$ cat config.mk
export PLATFORM = sky130hd
export DESIGN_NAME = nes_button_events
export DESIGN_NICKNAME = d
export VERILOG_FILES = /design/src/rtl/nes_pkg.sv /design/src/rtl/nes_event_fifo.sv /design/src/rtl/nes_button_events.sv
export SDC_FILE = /design/constraint.sdc
export NUM_CORES = 1
export LEC_CHECK = 0
export CAP_MARGIN = 25
export CORE_MARGIN = 2
export CORE_UTILIZATION = 40
export DETAILED_ROUTE_END_ITERATION = 6
export PLACE_DENSITY = 0.61
export SYNTH_ARGS = -nofsm -noshare
export SYNTH_HDL_FRONTEND = slang
export SYNTH_SLANG_ARGS = --single-unit
$ cat constraint.sdc
create_clock -name clock -period 5.5 [get_ports clock]
set_input_delay 1.65 -clock clock [delete_from_list [all_inputs] [get_ports clock]]
set_output_delay 1.65 -clock clock [all_outputs]
set_load 0.005 [all_outputs]
$ cat src/rtl/nes_pkg.sv
// rtl/nes_pkg.sv - shared constants and helpers for the NES button event path
package nes_pkg;

    localparam int NES_BUTTONS = 8;

    // Button indices; index i corresponds to controller_data[7-i].
    localparam int BTN_A      = 0;
    localparam int BTN_B      = 1;
    localparam int BTN_SELECT = 2;
    localparam int BTN_START  = 3;
    localparam int BTN_UP     = 4;
    localparam int BTN_DOWN   = 5;
    localparam int BTN_LEFT   = 6;
    localparam int BTN_RIGHT  = 7;

    // Event word layout: {pressed, index[2:0]}.
    localparam int EVT_W         = 4;
    localparam int EVT_PRESSED   = 3;
    localparam int EVT_INDEX_MSB = 2;
    localparam int EVT_INDEX_LSB = 0;
    localparam int EVT_INDEX_W   = EVT_INDEX_MSB - EVT_INDEX_LSB + 1;

    typedef struct packed {
        logic                   pressed;
        logic [EVT_INDEX_W-1:0] index;
    } nes_event_t;

    // Lowest set bit position of a mask held in button-index order (A first).
    function automatic logic [EVT_INDEX_W-1:0] lowest_set(input logic [NES_BUTTONS-1:0] v);
        logic [EVT_INDEX_W-1:0] idx;
        idx = EVT_INDEX_W'(BTN_A);
        for (int i = NES_BUTTONS - 1; i >= 0; i--) begin
            if (v[i]) idx = EVT_INDEX_W'(i);
        end
        return idx;
    endfunction

endpackage

$ cat src/rtl/nes_event_fifo.sv
// rtl/nes_event_fifo.sv - synchronous show-ahead FIFO with push/pop/full/empty/level
// Ports: clock, reset (async active-low), push/push_data, pop/pop_data,
//        full, empty, level (occupancy, clog2(DEPTH)+1 bits).
module nes_event_fifo #(
    parameter int DEPTH = 8,
    parameter int WIDTH = 4
) (
    input  logic                     clock,
    input  logic                     reset,
    input  logic                     push,
    input  logic [WIDTH-1:0]         push_data,
    input  logic                     pop,
    output logic [WIDTH-1:0]         pop_data,
    output logic                     full,
    output logic                     empty,
    output logic [$clog2(DEPTH):0]   level
);
    localparam int AW = $clog2(DEPTH);

    logic [WIDTH-1:0] mem_q [DEPTH];
    logic [AW-1:0]    wr_ptr_q, wr_ptr_d;
    logic [AW-1:0]    rd_ptr_q, rd_ptr_d;
    logic [AW:0]      level_q, level_d;
    logic             do_push, do_pop;

    // Full is judged on the registered level, so a pop does not make room
    // for a push in the same cycle.
    assign full    = (level_q == (AW + 1)'(DEPTH));
    assign empty   = (level_q == '0);
    assign do_push = push && !full;
    assign do_pop  = pop && !empty;

    always_comb begin
        wr_ptr_d = wr_ptr_q;
        rd_ptr_d = rd_ptr_q;
        level_d  = level_q;
        if (do_push) wr_ptr_d = wr_ptr_q + 1'b1;
        if (do_pop)  rd_ptr_d = rd_ptr_q + 1'b1;
        if (do_push && !do_pop)      level_d = level_q + 1'b1;
        else if (do_pop && !do_push) level_d = level_q - 1'b1;
    end

    always_ff @(posedge clock or negedge reset) begin
        if (!reset) begin
            wr_ptr_q <= '0;
            rd_ptr_q <= '0;
            level_q  <= '0;
        end else begin
            wr_ptr_q <= wr_ptr_d;
            rd_ptr_q <= rd_ptr_d;
            level_q  <= level_d;
        end
    end

    always_ff @(posedge clock) begin
        if (do_push) mem_q[wr_ptr_q] <= push_data;
    end

    // Storage is not reset; mask the head so the output reads 0 when empty.
    assign pop_data = empty ? '0 : mem_q[rd_ptr_q];
    assign level    = level_q;

endmodule

$ cat src/rtl/nes_button_events.sv
// rtl/nes_button_events.sv - debounce NES buttons and queue press/release events
// Ports: clock, reset (async active-low), controller_data[7:0] (bit 7 = A),
//        event_ready in; event_valid, event_data {pressed,index}, buttons_stable,
//        fifo_level out.
module nes_button_events
    import nes_pkg::*;
#(
    parameter int STABLE_CYCLES = 200000,
    parameter int FIFO_DEPTH    = 8
) (
    input  logic                          clock,
    input  logic                          reset,
    input  logic [NES_BUTTONS-1:0]        controller_data,
    input  logic                          event_ready,
    output logic                          event_valid,
    output logic [EVT_W-1:0]              event_data,
    output logic [NES_BUTTONS-1:0]        buttons_stable,
    output logic [$clog2(FIFO_DEPTH):0]   fifo_level
);
    localparam int CNT_W = $clog2(STABLE_CYCLES);

    logic [NES_BUTTONS-1:0] sync_meta_q, sync_q;
    logic [NES_BUTTONS-1:0] cand_q, cand_d;
    logic [CNT_W-1:0]       cnt_q, cnt_d;
    logic [NES_BUTTONS-1:0] stable_q, stable_d;
    logic [NES_BUTTONS-1:0] change_q, change_d;
    logic [NES_BUTTONS-1:0] pending_q, pending_d;

    logic [NES_BUTTONS-1:0] change_idx;
    logic [NES_BUTTONS-1:0] emit_onehot;
    logic [EVT_INDEX_W-1:0] emit_idx;
    logic                   emit;
    logic                   fifo_full, fifo_empty;
    nes_event_t             push_evt;

    always_comb begin
        cand_d   = cand_q;
        cnt_d    = cnt_q;
        stable_d = stable_q;
        if (sync_q != cand_q) begin
            cand_d = sync_q;
            cnt_d  = '0;
        end else if (cand_q != stable_q) begin
            // The cycle that would bring the count to STABLE_CYCLES-1 commits,
            // giving exactly STABLE_CYCLES matching samples including the load.
            if (cnt_q == CNT_W'(STABLE_CYCLES - 2)) begin
                stable_d = cand_q;
                cnt_d    = '0;
            end else begin
                cnt_d = cnt_q + 1'b1;
            end
        end else begin
            cnt_d = '0;
        end
        change_d = stable_d ^ stable_q;
    end

    // Pending mask is kept in button-index order so the lowest bit is A.
    always_comb begin
        change_idx = '0;
        for (int i = 0; i < NES_BUTTONS; i++) change_idx[i] = change_q[NES_BUTTONS-1-i];
    end

    always_comb begin
        emit        = (pending_q != '0) && !fifo_full;
        emit_idx    = lowest_set(pending_q);
        emit_onehot = emit ? (NES_BUTTONS'(1) << emit_idx) : '0;
        // XOR lets a double toggle cancel and lets a same-cycle change re-arm.
        pending_d   = (pending_q & ~emit_onehot) ^ change_idx;
        push_evt.pressed = stable_q[3'(NES_BUTTONS - 1) - emit_idx];
        push_evt.index   = emit_idx;
    end

    always_ff @(posedge clock or negedge reset) begin
        if (!reset) begin
            sync_meta_q <= '0;
            sync_q      <= '0;
            cand_q      <= '0;
            cnt_q       <= '0;
            stable_q    <= '0;
            change_q    <= '0;
            pending_q   <= '0;
        end else begin
            sync_meta_q <= controller_data;
            sync_q      <= sync_meta_q;
            cand_q      <= cand_d;
            cnt_q       <= cnt_d;
            stable_q    <= stable_d;
            change_q    <= change_d;
            pending_q   <= pending_d;
        end
    end

    nes_event_fifo #(
        .DEPTH (FIFO_DEPTH),
        .WIDTH (EVT_W)
    ) u_fifo (
        .clock     (clock),
        .reset     (reset),
        .push      (emit),
        .push_data (push_evt),
        .pop       (event_ready),
        .pop_data  (event_data),
        .full      (fifo_full),
        .empty     (fifo_empty),
        .level     (fifo_level)
    );

    assign event_valid    = !fifo_empty;
    assign buttons_stable = stable_q;

endmodule
==> summary.md <==
| Metric | Value |
|---|---|
| Period Utilization, post-route | `71.2%` |
| Predominant post-synthesis flop cell | `dfrtp_1` |
| Worst slew margin | `40.2%` |
| TNS Setup | `0 ns` |
| Leak pwr | `2.08 nW` |
| Ys async rst share | `70.4%` |
| Sw Ratio | `20.1%` |
| CP required | `3.85 ns` |
| Post-synth top area cell | `dfrtp_1` |
| Kind of critical path | `reg -> out` |
| Worst Path Max Fanout | `10` |
| GR peak layer | `met2` |
| Syn Inst Count | `339` |
| Outcome | `finished clean` |
| Max Cap Viol | `0` |
| Post-synth EDFFs | `32` |
| DIE WIDTH | `111 um` |
| Worst setup SP type | `flip-flop` |
| Worst clock skew | `0.00889 ns` |
| Residual DRC count | `0` |
| Starting density of the core | `40.5%` |
| CORE AREA | `11300 um2` |
| # hold bufs at CTS | `0` |
| ANT cells | `0` |
| H-tree lvl count | `3` |
| Power density cells | `287 nW/um2` |
| RSZ-0062 raised after global routing | `no` |
| Sequential share of power | `55.3%` |
| Grt met2 use | `22.7%` |
| HP Start | `sync_meta_q[7]` |
| Syn_nets | `358` |
| Nets | `382` |
| First-pass GRT wire length | `13.4 mm` |
| Arr. time, crit path | `2.26 ns` |
| Yosys warning count | `0` |
| DR vias | `2612` |
| Crit path time final | `3.91 ns` |
| Register bit total from synthesis | `108` |
| Clk Latency, worst-skew pair | `0.34 ns` |
| Starting DRC count in detailed routing | `85` |
| Count leader, synth | `dfrtp_1` |
| Combinational Power Share | `1.9%` |
| Die area | `12300 um2` |
| Post-CTS sizing | `0` |
| Clk slew on worst S/H paths | `0.07 ns` |
| Critical path launch point | `u_fifo.rd_ptr_q[0]` |
| Setup violators final | `0` |
| # IOs | `28` |
| Max Root-Sink Buffers | `2` |
| Clock Sinks | `108` |
| Hold Violations, Final | `0` |
| Gr usage total | `13.7%` |
| Routability Congestion | `0.806` |
| Hold crit path type | `reg -> reg` |
| Post-Synthesis Cell Area | `4560 um2` |
| Initial antenna violation count | `0` |
| Pin count of the biggest net entering global routing | `77` |
| Synth cell count leaders | `dfrtp_1, nor2_1, edfxtp_1` |
| Synth top area share | `41.7%` |
| Avg WL per Cell | `15.4 um` |
| DRT Wirelength | `7.87 mm` |
| Fin. max-slew vios | `0` |
| Met3 Usage GRT | `3.12%` |
| Met1 GRT Util | `17.8%` |
| Synthesis-to-finish area growth | `15.9%` |
| Syn Area/Cell | `13.5 um2` |
| Number of global-route vias before repair | `2668` |
| Routed vias/inst | `5.11` |
| Worst Setup End Kind | `output port` |
| Detail Placement HPWL | `5.68 mm` |
| Fraction of layout cells with a size suffix above 1 | `9.24%` |
| CTS tree | `built` |
| Worst hold margin | `0.353 ns` |
| Gr ovfl total | `0` |
| Rows | `39` |
| Final ANT Viol Nets | `0` |
| Synth cell types | `47` |
| Cts bufs inserted | `9` |
| Clock Power Share | `42.8%` |
| Largest cells by area after synthesis | `dfrtp_1, edfxtp_1, xnor2_1, mux4_2, xor2_1` |
| Power Internal | `0.00121 W` |
| Worst-margin pin slew | `0.889 ns` |
| R2R setup slack | `2.52 ns` |
| VDD IR max | `0.000226 V` |
| Drt first pass iters | `4` |
| FF-to-FF Start | `u_fifo.level[0]` |
| Register area share after synthesis | `62.7%` |
| Setup Fix Bufs, Post-CTS | `0` |
| Die H | `111 um` |
| I/O Buffers | `27` |
| Root Driver | `clkbuf_16` |
| Fmax | `255 MHz` |
| Switch Pwr | `0.000305 W` |
-- registers in the layout, indices dropped and copies added (netlist names), 4 cells and up --
name	flops
pending_q	8
u_fifo.mem_q	32
buttons_stable	8
change_q	8
cnt_q	18
u_fifo.level	4
sync_meta_q	8
sync_q	8
cand_q	8
-- power by group through the flow --
stage	Sequential (W)	Clock, W	Combinational [W]
2_1_floorplan	0.000853	0	0.0000101
3_3_place_gp	0.000853	0	0.0000278
3_5_place_dp	0.000854	0	0.0000282
4_1_cts	0.000837	0.000673	0.0000282
5_1_grt	0.000838	0.000712	0.0000339
6_report	0.000837	0.000649	0.0000292
-- logic make-up (layout without fill, tap and decap cells) --
family,Yosys count,after routing,synth area share (%)
compound gates,21,21,3.35
xor+xnor,48,48,9.21
fa+ha+maj,8,8,2.36
mux,24,24,8.03
buf+inv,23,52,2.03
flops,108,108,62.7
simple gates,107,107,12.3
-- cells in the final DEF, fill, tap and decap left out, types with 2 or more instances in the layout --
master / synthesis / routed
nand2b_1: 5 / 5
inv_6: 0 / 3
a211oi_1: 2 / 2
and3_1: 11 / 11
nand2_1: 14 / 14
xor2_1: 20 / 20
nand4b_1: 2 / 2
ha_1: 7 / 7
dfrtp_1: 76 / 76
clkbuf_8: 0 / 2
xnor2_1: 28 / 28
nor2_1: 33 / 33
clkdlybuf4s50_1: 0 / 26
mux2i_1: 4 / 4
inv_1: 8 / 8
mux2_2: 2 / 2
mux4_2: 9 / 9
a21oi_1: 2 / 2
nor3_1: 4 / 4
nand3_1: 10 / 10
o21ai_0: 8 / 8
mux2_1: 9 / 9
nor3b_1: 4 / 4
nor4_1: 7 / 7
nand4_1: 7 / 7
edfxtp_1: 32 / 32
clkbuf_16: 0 / 10
-- cell type report --
| class | instances | area, um2 |
|---|---|---|
| clock buffers | 12 | 278 |
| clock inverters | 4 | 35.0 |
| fillers | 980 | 5980 |
| inverters | 8 | 30.0 |
| multi-input cells | 208 | 1610 |
| flip-flops and latches | 108 | 2860 |
| well taps | 143 | 179 |
| repair buffers | 28 | 295 |
-- layer usage --
| layer | share of wire (%) | wire length [um] |
|---|---|---|
| met1 | 44 | 3490 |
| met2 | 51 | 4030 |
| met3 | 3.3 | 261 |
| met4 | 1.1 | 89 |
| met5 | 0 | 0 |
-- worst paths after layout --
path                                      to  cells after the start
setup / recovery               event_data[3]                      4
min in group asynchronous           cnt_q[3]                      1
hold reg to reg                    sync_q[7]                      0
hold / removal                     sync_q[7]                      0
max in group asynchronous  buttons_stable[2]                      2
setup reg to reg             u_fifo.level[3]                     11
-- critical path, stage by stage (launching register included) --
cell and delay [ns]:
dfrtp_1 0.68, mux4_2 0.58, mux2i_1 0.15, nor2_1 0.05, clkdlybuf4s50_1 0.47
-- stage by stage --
| stage | area (um2) | setup WS (ns) | std cells | util, % | power (W) |
|---|---|---|---|---|---|
| after floorplan | 4560 | 2.48 | 339 | - | 0.000863 |
| after global placement | 4950 | 1.91 | 494 | 43.9 | 0.000881 |
| after detailed placement | 4950 | 1.86 | 494 | 43.9 | 0.000882 |
| after CTS | 5260 | 1.49 | 510 | 46.7 | 0.00154 |
| after global routing | 5290 | 1.39 | 511 | 46.9 | 0.00158 |
| final | 5290 | 1.59 | 511 | 46.9 | 0.00152 |
Power figures use the tool's default switching activity.
